`src/rtl/lu_pipe.sv`:
```
// WIDTH-bit bitwise logic unit with accumulator and a valid/ready registered output stage.
// Define LU_FLAGS_EN to register zero/odd-parity flags alongside the result.
module lu_pipe #(
  parameter int unsigned          WIDTH    = 8,
  parameter logic [WIDTH-1:0]     ACC_INIT = '0
) (
  input  logic             clk,
  input  logic             rst,
  input  logic             in_valid,
  output logic             in_ready,
  input  logic [WIDTH-1:0] a,
  input  logic [WIDTH-1:0] b,
  input  logic [3:0]       op,
  input  logic             use_acc,
  input  logic             acc_we,
  output logic             out_valid,
  input  logic             out_ready,
  output logic [WIDTH-1:0] y,
  output logic [WIDTH-1:0] acc,
  output logic             flag_z,
  output logic             flag_p
);

  typedef enum logic [3:0] {
    OP_ZERO  = 4'h0, OP_A    = 4'h1, OP_NA   = 4'h2, OP_AND  = 4'h3,
    OP_NAND_B = 4'h4, OP_OR  = 4'h5, OP_NAOR = 4'h6, OP_XNOR = 4'h7,
    OP_XOR   = 4'h8, OP_NAND = 4'h9, OP_NOR  = 4'hA, OP_B    = 4'hB,
    OP_ANDNB = 4'hC, OP_ONES = 4'hD, OP_SHL  = 4'hE, OP_SHR  = 4'hF
  } op_e;

  logic [WIDTH-1:0] y_q, acc_q;
  logic             valid_q;
  logic [WIDTH-1:0] a_op, r;
  logic             accept;
  op_e              op_s;

  assign op_s     = op_e'(op);
  assign a_op     = use_acc ? acc_q : a;
  assign in_ready = !rst && (!valid_q || out_ready);
  assign accept   = in_valid && in_ready;

  always_comb begin
    r = '0;
    case (op_s)
      OP_ZERO:   r = '0;
      OP_A:      r = a_op;
      OP_NA:     r = ~a_op;
      OP_AND:    r = a_op & b;
      OP_NAND_B: r = ~a_op & b;
      OP_OR:     r = a_op | b;
      OP_NAOR:   r = ~a_op | b;
      OP_XNOR:   r = ~(a_op ^ b);
      OP_XOR:    r = a_op ^ b;
      OP_NAND:   r = ~(a_op & b);
      OP_NOR:    r = ~(a_op | b);
      OP_B:      r = b;
      OP_ANDNB:  r = a_op & ~b;
      OP_ONES:   r = '1;
      OP_SHL:    r = {a_op[WIDTH-2:0], 1'b0};
      OP_SHR:    r = {1'b0, a_op[WIDTH-1:1]};
      default:   r = '0;
    endcase
  end

  // Accept takes priority over delivery so a simultaneous accept+deliver keeps out_valid high.
  always_ff @(posedge clk) begin
    if (rst) begin
      y_q     <= '0;
      valid_q <= 1'b0;
      acc_q   <= ACC_INIT;
    end else if (accept) begin
      y_q     <= r;
      valid_q <= 1'b1;
      if (acc_we) acc_q <= r;
    end else if (out_ready) begin
      valid_q <= 1'b0;
    end
  end

  assign y         = y_q;
  assign out_valid = valid_q;
  assign acc       = acc_q;

`ifdef LU_FLAGS_EN
  logic z_q, p_q;

  always_ff @(posedge clk) begin
    if (rst) begin
      z_q <= 1'b0;
      p_q <= 1'b0;
    end else if (accept) begin
      z_q <= (r == '0);
      p_q <= ^r;
    end
  end

  assign flag_z = z_q;
  assign flag_p = p_q;
`else
  assign flag_z = 1'b0;
  assign flag_p = 1'b0;
`endif

endmodule

```
`config.mk`:
```
export PLATFORM = sky130hd
export DESIGN_NAME = lu_pipe
export DESIGN_NICKNAME = d
export VERILOG_FILES = /design/src/rtl/lu_pipe.sv
export SDC_FILE = /design/constraint.sdc
export NUM_CORES = 1
export LEC_CHECK = 0
export BUFFER_PORTS_ARGS = -buffer_cell sky130_fd_sc_hd__buf_2
export CAP_MARGIN = 25
export CORE_MARGIN = 3
export CORE_UTILIZATION = 51
export DETAILED_ROUTE_END_ITERATION = 10
export HOLD_SLACK_MARGIN = 0.12
export PLACE_DENSITY = 0.8
export SLEW_MARGIN = 20
export SYNTH_ARGS = -nofsm -noshare
export SYNTH_HDL_FRONTEND = slang
export SYNTH_SLANG_ARGS = --single-unit
```
`constraint.sdc`:
```
create_clock -name clk -period 2.4 [get_ports clk]
set_input_delay 0.36 -clock clk [delete_from_list [all_inputs] [get_ports clk]]
set_output_delay 0.36 -clock clk [all_outputs]
set_load 0.05 [all_outputs]
```
==> results of run 1 <==
-- sequential cells by signal, indices dropped and copies added, names as in the netlist --
name / flops
out_valid: 1
y: 8
acc: 8
-- timing repair --
item,in CTS,in global routing
resized for setup,0,1
setup endpoints to repair,0,1
hold endpoints to repair,0,0
-- report_power, final --
| group | internal [W] | switching [W] |
|---|---|---|
| registers | 0.000303 | 0.0000134 |
| logic | 0.000202 | 0.000314 |
| clock network | 0.000118 | 0.0000948 |
| total | 0.000624 | 0.000422 |
-- cell usage in the layout (no fill, tap or decap), drive strengths merged, types with 5 or more instances in the layout --
cell     count
nor2        23
dfxtp       17
o21ai       16
a21oi        5
ha          32
o32ai        5
nand2b       9
nor2b        7
nor3         7
buf         72
a211oi       9
inv         22
mux2i       14
o2bb2ai      6
nand3       11
nand2       12
a32oi        7
-- worst paths after layout --
path	startpoint	endpoint	cells after the start
min	in_valid	out_valid	3
max	use_acc	acc[5]	7
max reg2reg	acc[5]	acc[5]	6
min reg2reg	y[2]	y[2]	2
-- layer usage --
| metal | global-route usage, % | share of wire [%] | up-vias |
|---|---|---|---|
| met5 | 0 | 0 | - |
| met4 | 7.847 | 1.6 | 0 |
| met3 | 6.293 | 7.9 | 13 |
| met2 | 40.45 | 49 | 95 |
| met1 | 30.26 | 41 | 1132 |
| li1 | - | - | 1150 |
-- logic make-up after synthesis --
kind of cell | after synthesis | share of synthesized area (%)
AND/OR/NAND/NOR | 93 | 22.06
multiplexers | 22 | 13.30
adder cells (fa/ha/maj) | 32 | 17.09
flip-flops | 17 | 14.53
AO/OA/AOI/OAI | 71 | 22.60
buffers and inverters | 47 | 10.26
other | 1 | 0.1601
-- layout make-up --
class                   instances  share of cell area, %
multi-input cells             220                  64.30
repair buffers                 72                  16.19
flip-flops and latches         17                  12.37
inverters                      23                  3.138
well taps                      52                  2.365
clock buffers                   4                  1.637
-- critical path, delay by kind of cell --
family / cells / cell delay [ns]
muxes: 2 / 0.76
AOI/OAI and AO/OA: 3 / 0.72
buffers and inverters: 1 / 0.18
adders and majority gates: 1 / 0.30
-- metrics by stage --
step	util (%)	power, W
after detailed placement	61.64	0.0008325
after floorplan	-	0.0006810
after global routing	62.76	0.001107
final	62.76	0.001046
after global placement	61.64	0.0008204
after CTS	62.67	0.001046
==> out/metrics.cfg, run 1 <==
[floorplan]
die_area_sq_um = 5442
fp.coreArea_sq_um = 4384
die_width_um = 73.77
die_h_um = 73.77
boundaryPins = 46
start_util_pct = 53.42
row_count = 24

[synthesis]
ys_types = 58
seq_area_frac_synth_pct = 14.53
synth.cells.most_frequent = ha_1, nor2_1, inv_1, dfxtp_1, o21ai_0
syn_area_per_cell_sq_um = 8.276
synth_most_common_cell = ha_1
synth_top_cell_area_share_pct = 17.09
async_reset_ff_share_pct = 0
synth_cells = 283
yosysWarnings = 0
synth.cell_area_sq_um = 2342
synth-seq-cells = 17
synth_top_flop_cell = dfxtp_1
ys_top_cells_by_area = ha_1, dfxtp_1, mux2i_1, mux4_2, nor2_1
yosysTopAreaCell = ha_1
synth_edf_count = 0

[timing]
period_share_pct = 91.69
rsz0062_at_grt = false
clock_skew_ns = 0.001818
setup_ws_ns = 0.1995
report.final.slew_viol_count = 0
whs_ns = 0.3863
fin_setup_tns_ns = 0
fin_crit_ns = 2.200
finalHoldViolCount = 0
max_freq_mhz = 454.4
setup_viol = 0

[setup_path]
start_kind = input port
cp.required_ns = 2.52
cp_max_fo = 5
setup.worst_path.end_class = flip-flop
worst_path_max_delay_cell = mux4_2
cpPeakStageDelay_ns = 0.46
path_cells = buf_2 -> mux2i_2 -> ha_1 -> mux4_2 -> a221o_1 -> a221oi_2 -> a211oi_1
ff2ff_setup_slack_ns = 0.23
crit_type = input port to flip-flop
cp.arrival_ns = 2.32

[global_routing]
grt_pass1_wl_mm = 10.47
grt_usage_pct = 24.27
overflow = 0
antenna_found_initial = 0
grt_start_max_net_pins = 26
grt_pass1_vias = 2284

[clock_tree]
post-cts-setup-buffers = 0
cts_tree = built
hold_buffers = 0
cts_buffers = 3
clock_latency_ns = 0.25
cts_max_level = 1
cts_buffer_depth = 2
clk_pin_slew_worst_paths_ns = 0.06
cts.sinks = 17
cts-root-buf = clkbuf_8

[detailed_routing]
drt_wl_total_mm = 6.463
num_vias = 2390
vias_per_cell = 6.160
drtIter0Drc = 198
dr.pass1.iters = 4
ant_nets = 0
drc = 0
avgRoutedWirePerCell_um = 16.66

[placement]
pre_cts_ws_ns = -0.05668
place_hpwl_mm = 5.141
io_buffers = 43
place_area_sq_um = 2703
dp_cells = 384
place_congestion = 0.8937

[worst_hold_path]
hp-class = input port to flip-flop

[finish]
seq_area_sq_um = 340.3
nFillCells = 383
final_cells = 388
multi_input_comb_area_sq_um = 1769
syn_to_final_growth_pct = 17.47
antenna_cells = 0
finalInstanceArea_sq_um = 2751
fin_nets = 395
drive_above_1_share_pct = 29.17

[pwr]
power_leakage_nw = 1.263
irDropWorstVdd_uv = 225.9
p_per_area_nw_per_um2 = 380.2

[job]
max-cap-violations = 0

[outcome]
status = finished, final reports clean

Note: power is estimated with default switching activity, not from simulation.
==> run 2, diff against run 1 <==
Settings changed: REMOVE_ABC_BUFFERS set to 1.
==> run 2 against run 1 <==
Setup slack got worse by 0.012 ns; sequential cell count unchanged; utilization decreased by 0.29 points; final area decreased by 0.45%; clock power about the same; critical path type unchanged; via count decreased by 0.88%; combinational power decreased by 1%; fmax decreased by 0.56%; highest routed layer unchanged; final cell count decreased by 0.52%; hold slack improved by 0.013 ns; die area unchanged; non-clock buffer count decreased by 2.
==> out/metrics.cfg, run 2 (synthesized netlist as in run 1, its figures left out) <==
[floorplan]
die_width_um = 73.77  ; unchanged
start_util_pct = 53.42  ; unchanged
die_area_sq_um = 5442  ; unchanged
row_count = 24  ; unchanged
fp.coreArea_sq_um = 4384  ; unchanged
boundaryPins = 46  ; unchanged
die_h_um = 73.77  ; unchanged

[clock_tree]
cts_tree = built
cts.sinks = 17  ; unchanged
cts_max_level = 1  ; unchanged
clock_latency_ns = 0.25  ; about the same
hold_buffers = 0  ; unchanged
clk_pin_slew_worst_paths_ns = 0.07  ; about the same
cts_buffers = 3  ; unchanged
cts_buffer_depth = 2  ; unchanged
cts-root-buf = clkbuf_8

[timing]
setup_viol = 0  ; unchanged
fin_crit_ns = 2.213  ; +0.01233 ns
finalHoldViolCount = 0  ; unchanged
period_share_pct = 92.20  ; +0.51 points
rsz0062_at_grt = false
fin_setup_tns_ns = 0  ; unchanged
report.final.slew_viol_count = 0  ; unchanged
max_freq_mhz = 451.9  ; -0.56%
clock_skew_ns = 0.006031  ; +0.004213 ns
worst_pin_slew_ns = 0.8256
max_slew_margin_pct = 44.84

[setup_path]
cp.required_ns = 2.51  ; about the same
crit_type = input port to flip-flop
path_cells = buf_2 -> mux2i_2 -> ha_1 -> mux4_2 -> a221o_1 -> a221oi_2 -> a211oi_1
setup.worst_path.end_class = flip-flop
cp.arrival_ns = 2.32  ; about the same
cp_max_fo = 7  ; +2
cpPeakStageDelay_ns = 0.45  ; about the same
start_kind = input port
worst-path-buf-inv = 1  ; unchanged
crit_family = multiplexers
worst_path_max_delay_cell = mux4_2

[placement]
place_area_sq_um = 2688  ; -0.56%
io_buffers = 43  ; unchanged
dp_cells = 382  ; -0.52%
place_congestion = 0.9327  ; +4.4%
place_hpwl_mm = 4.890  ; -4.9%

[pwr]
netSwitchingFraction_pct = 40.36  ; about the same
internal_power_w = 0.0006210  ; -0.40%
p_comb_share_pct = 49.2  ; -0.2 points
switchingPower_w = 0.0004203  ; -0.52%
p_per_area_nw_per_um2 = 380.2  ; about the same
power.share.clock_pct = 20.3  ; about the same
power_leakage_nw = 1.254  ; -0.69%
irDropWorstVdd_uv = 267.8  ; +19%
power.share.sequential_pct = 30.5  ; +0.2 points

[detailed_routing]
num_vias = 2369  ; -0.88%
avgRoutedWirePerCell_um = 16.44  ; -1.3%
dr.pass1.iters = 5  ; +1
drc = 0  ; unchanged
drtIter0Drc = 191  ; -3.5%
ant_nets = 0  ; unchanged
vias_per_cell = 6.137  ; -0.37%
drt_wl_total_mm = 6.345  ; -1.8%

[finish]
syn_to_final_growth_pct = 16.93
final_cell_mix = buf_2, ha_1, buf_4
drive_above_1_share_pct = 28.74  ; -0.42 points
finalInstanceArea_sq_um = 2739  ; -0.45%
fin_nets = 393  ; -0.51%
final_common_cell = buf_2
nFillCells = 387  ; +1.0%
antenna_cells = 0  ; unchanged
final_cells = 386  ; -0.52%

[global_routing]
grt_start_max_net_pins = 27  ; +3.8%
grt_pass1_vias = 2181  ; -4.5%
grt_pass1_wl_mm = 10.27  ; -1.9%
overflow = 0  ; unchanged
antenna_found_initial = 0  ; unchanged
grt_usage_pct = 23.34  ; -0.93 points

[outcome]
status = finished, final reports clean

[worst_hold_path]
hp-class = input port to flip-flop

[job]
max-cap-violations = 0  ; unchanged

==> run 2: cell count changes in the layout (fill, tap and decap cells not counted) <==
cell     before  now
nor4_2        0    1
mux2i_2       4    3
nor4_1        3    2
mux2i_1       8    9
buf_4        28   26
==> run 2: tightest hold or removal path, delay by kind of cell <==
| kind | cells | cell delay (ns) |
|---|---|---|
| buffers and inverters | 1 | 0.10 |
| and+or+nand+nor | 2 | 0.14 |
==> run 2: power by group through the flow <==
stage,combinational [W],sequential [W],clock (W)
final,0.000512,0.000317,0.000212
after CTS,0.000507,0.000317,0.000213
after detailed placement,0.000504,0.000323,0
after global routing,0.000557,0.000319,0.000221
after global placement,0.000492,0.000323,0
after floorplan,0.000236,0.000395,0
==> run 2: layout make-up <==
class                      count  area (sq um)  area share [%]
tap                           52         65.06           2.376
sequential                    17         340.3           12.43
timing repair buffer          70         430.4           15.71
clock buffer                   4         45.04           1.645
multi-input combinational    220          1772           64.69
inverter                      23         86.33           3.152
==> run 2: final timing paths <==
path              startpoint        end  slack, ns  cells after the start
hold / removal      in_valid  out_valid       0.40                      3
setup / recovery     use_acc     acc[5]       0.19                      7
hold reg to reg         y[2]       y[2]       0.46                      2
setup reg to reg      acc[5]     acc[5]       0.25                      9
==> run 2: metrics by stage <==
step	hold WS, ns	setup slack [ns]	util (%)	total power (W)
final	0.3991	0.1872	62.47	0.001041
after global routing	0.4126	0.07199	62.47	0.001097
after CTS	0.3927	0.1964	62.33	0.001037
after detailed placement	0.4489	-0.05947	61.30	0.0008265
after global placement	0.4451	-0.02424	61.30	0.0008147
after floorplan	0.4246	0.05867	-	0.0006309
==> run 2: repair_timing <==
action | in CTS | in global routing
resized for setup | 0 | 1
setup endpoints to repair | 0 | 1
setup buffers | 0 | 0
==> run 2: layer usage <==
| layer | part of all wire (%) | track usage [%] | vias to the layer above |
|---|---|---|---|
| li1 | - | - | 1146 |
| met2 | 49 | 39.47 | 113 |
| met3 | 6.7 | 2.736 | 10 |
| met5 | 0 | 0 | - |
| met4 | 1.5 | 4.427 | 0 |
| met1 | 43 | 31.93 | 1100 |
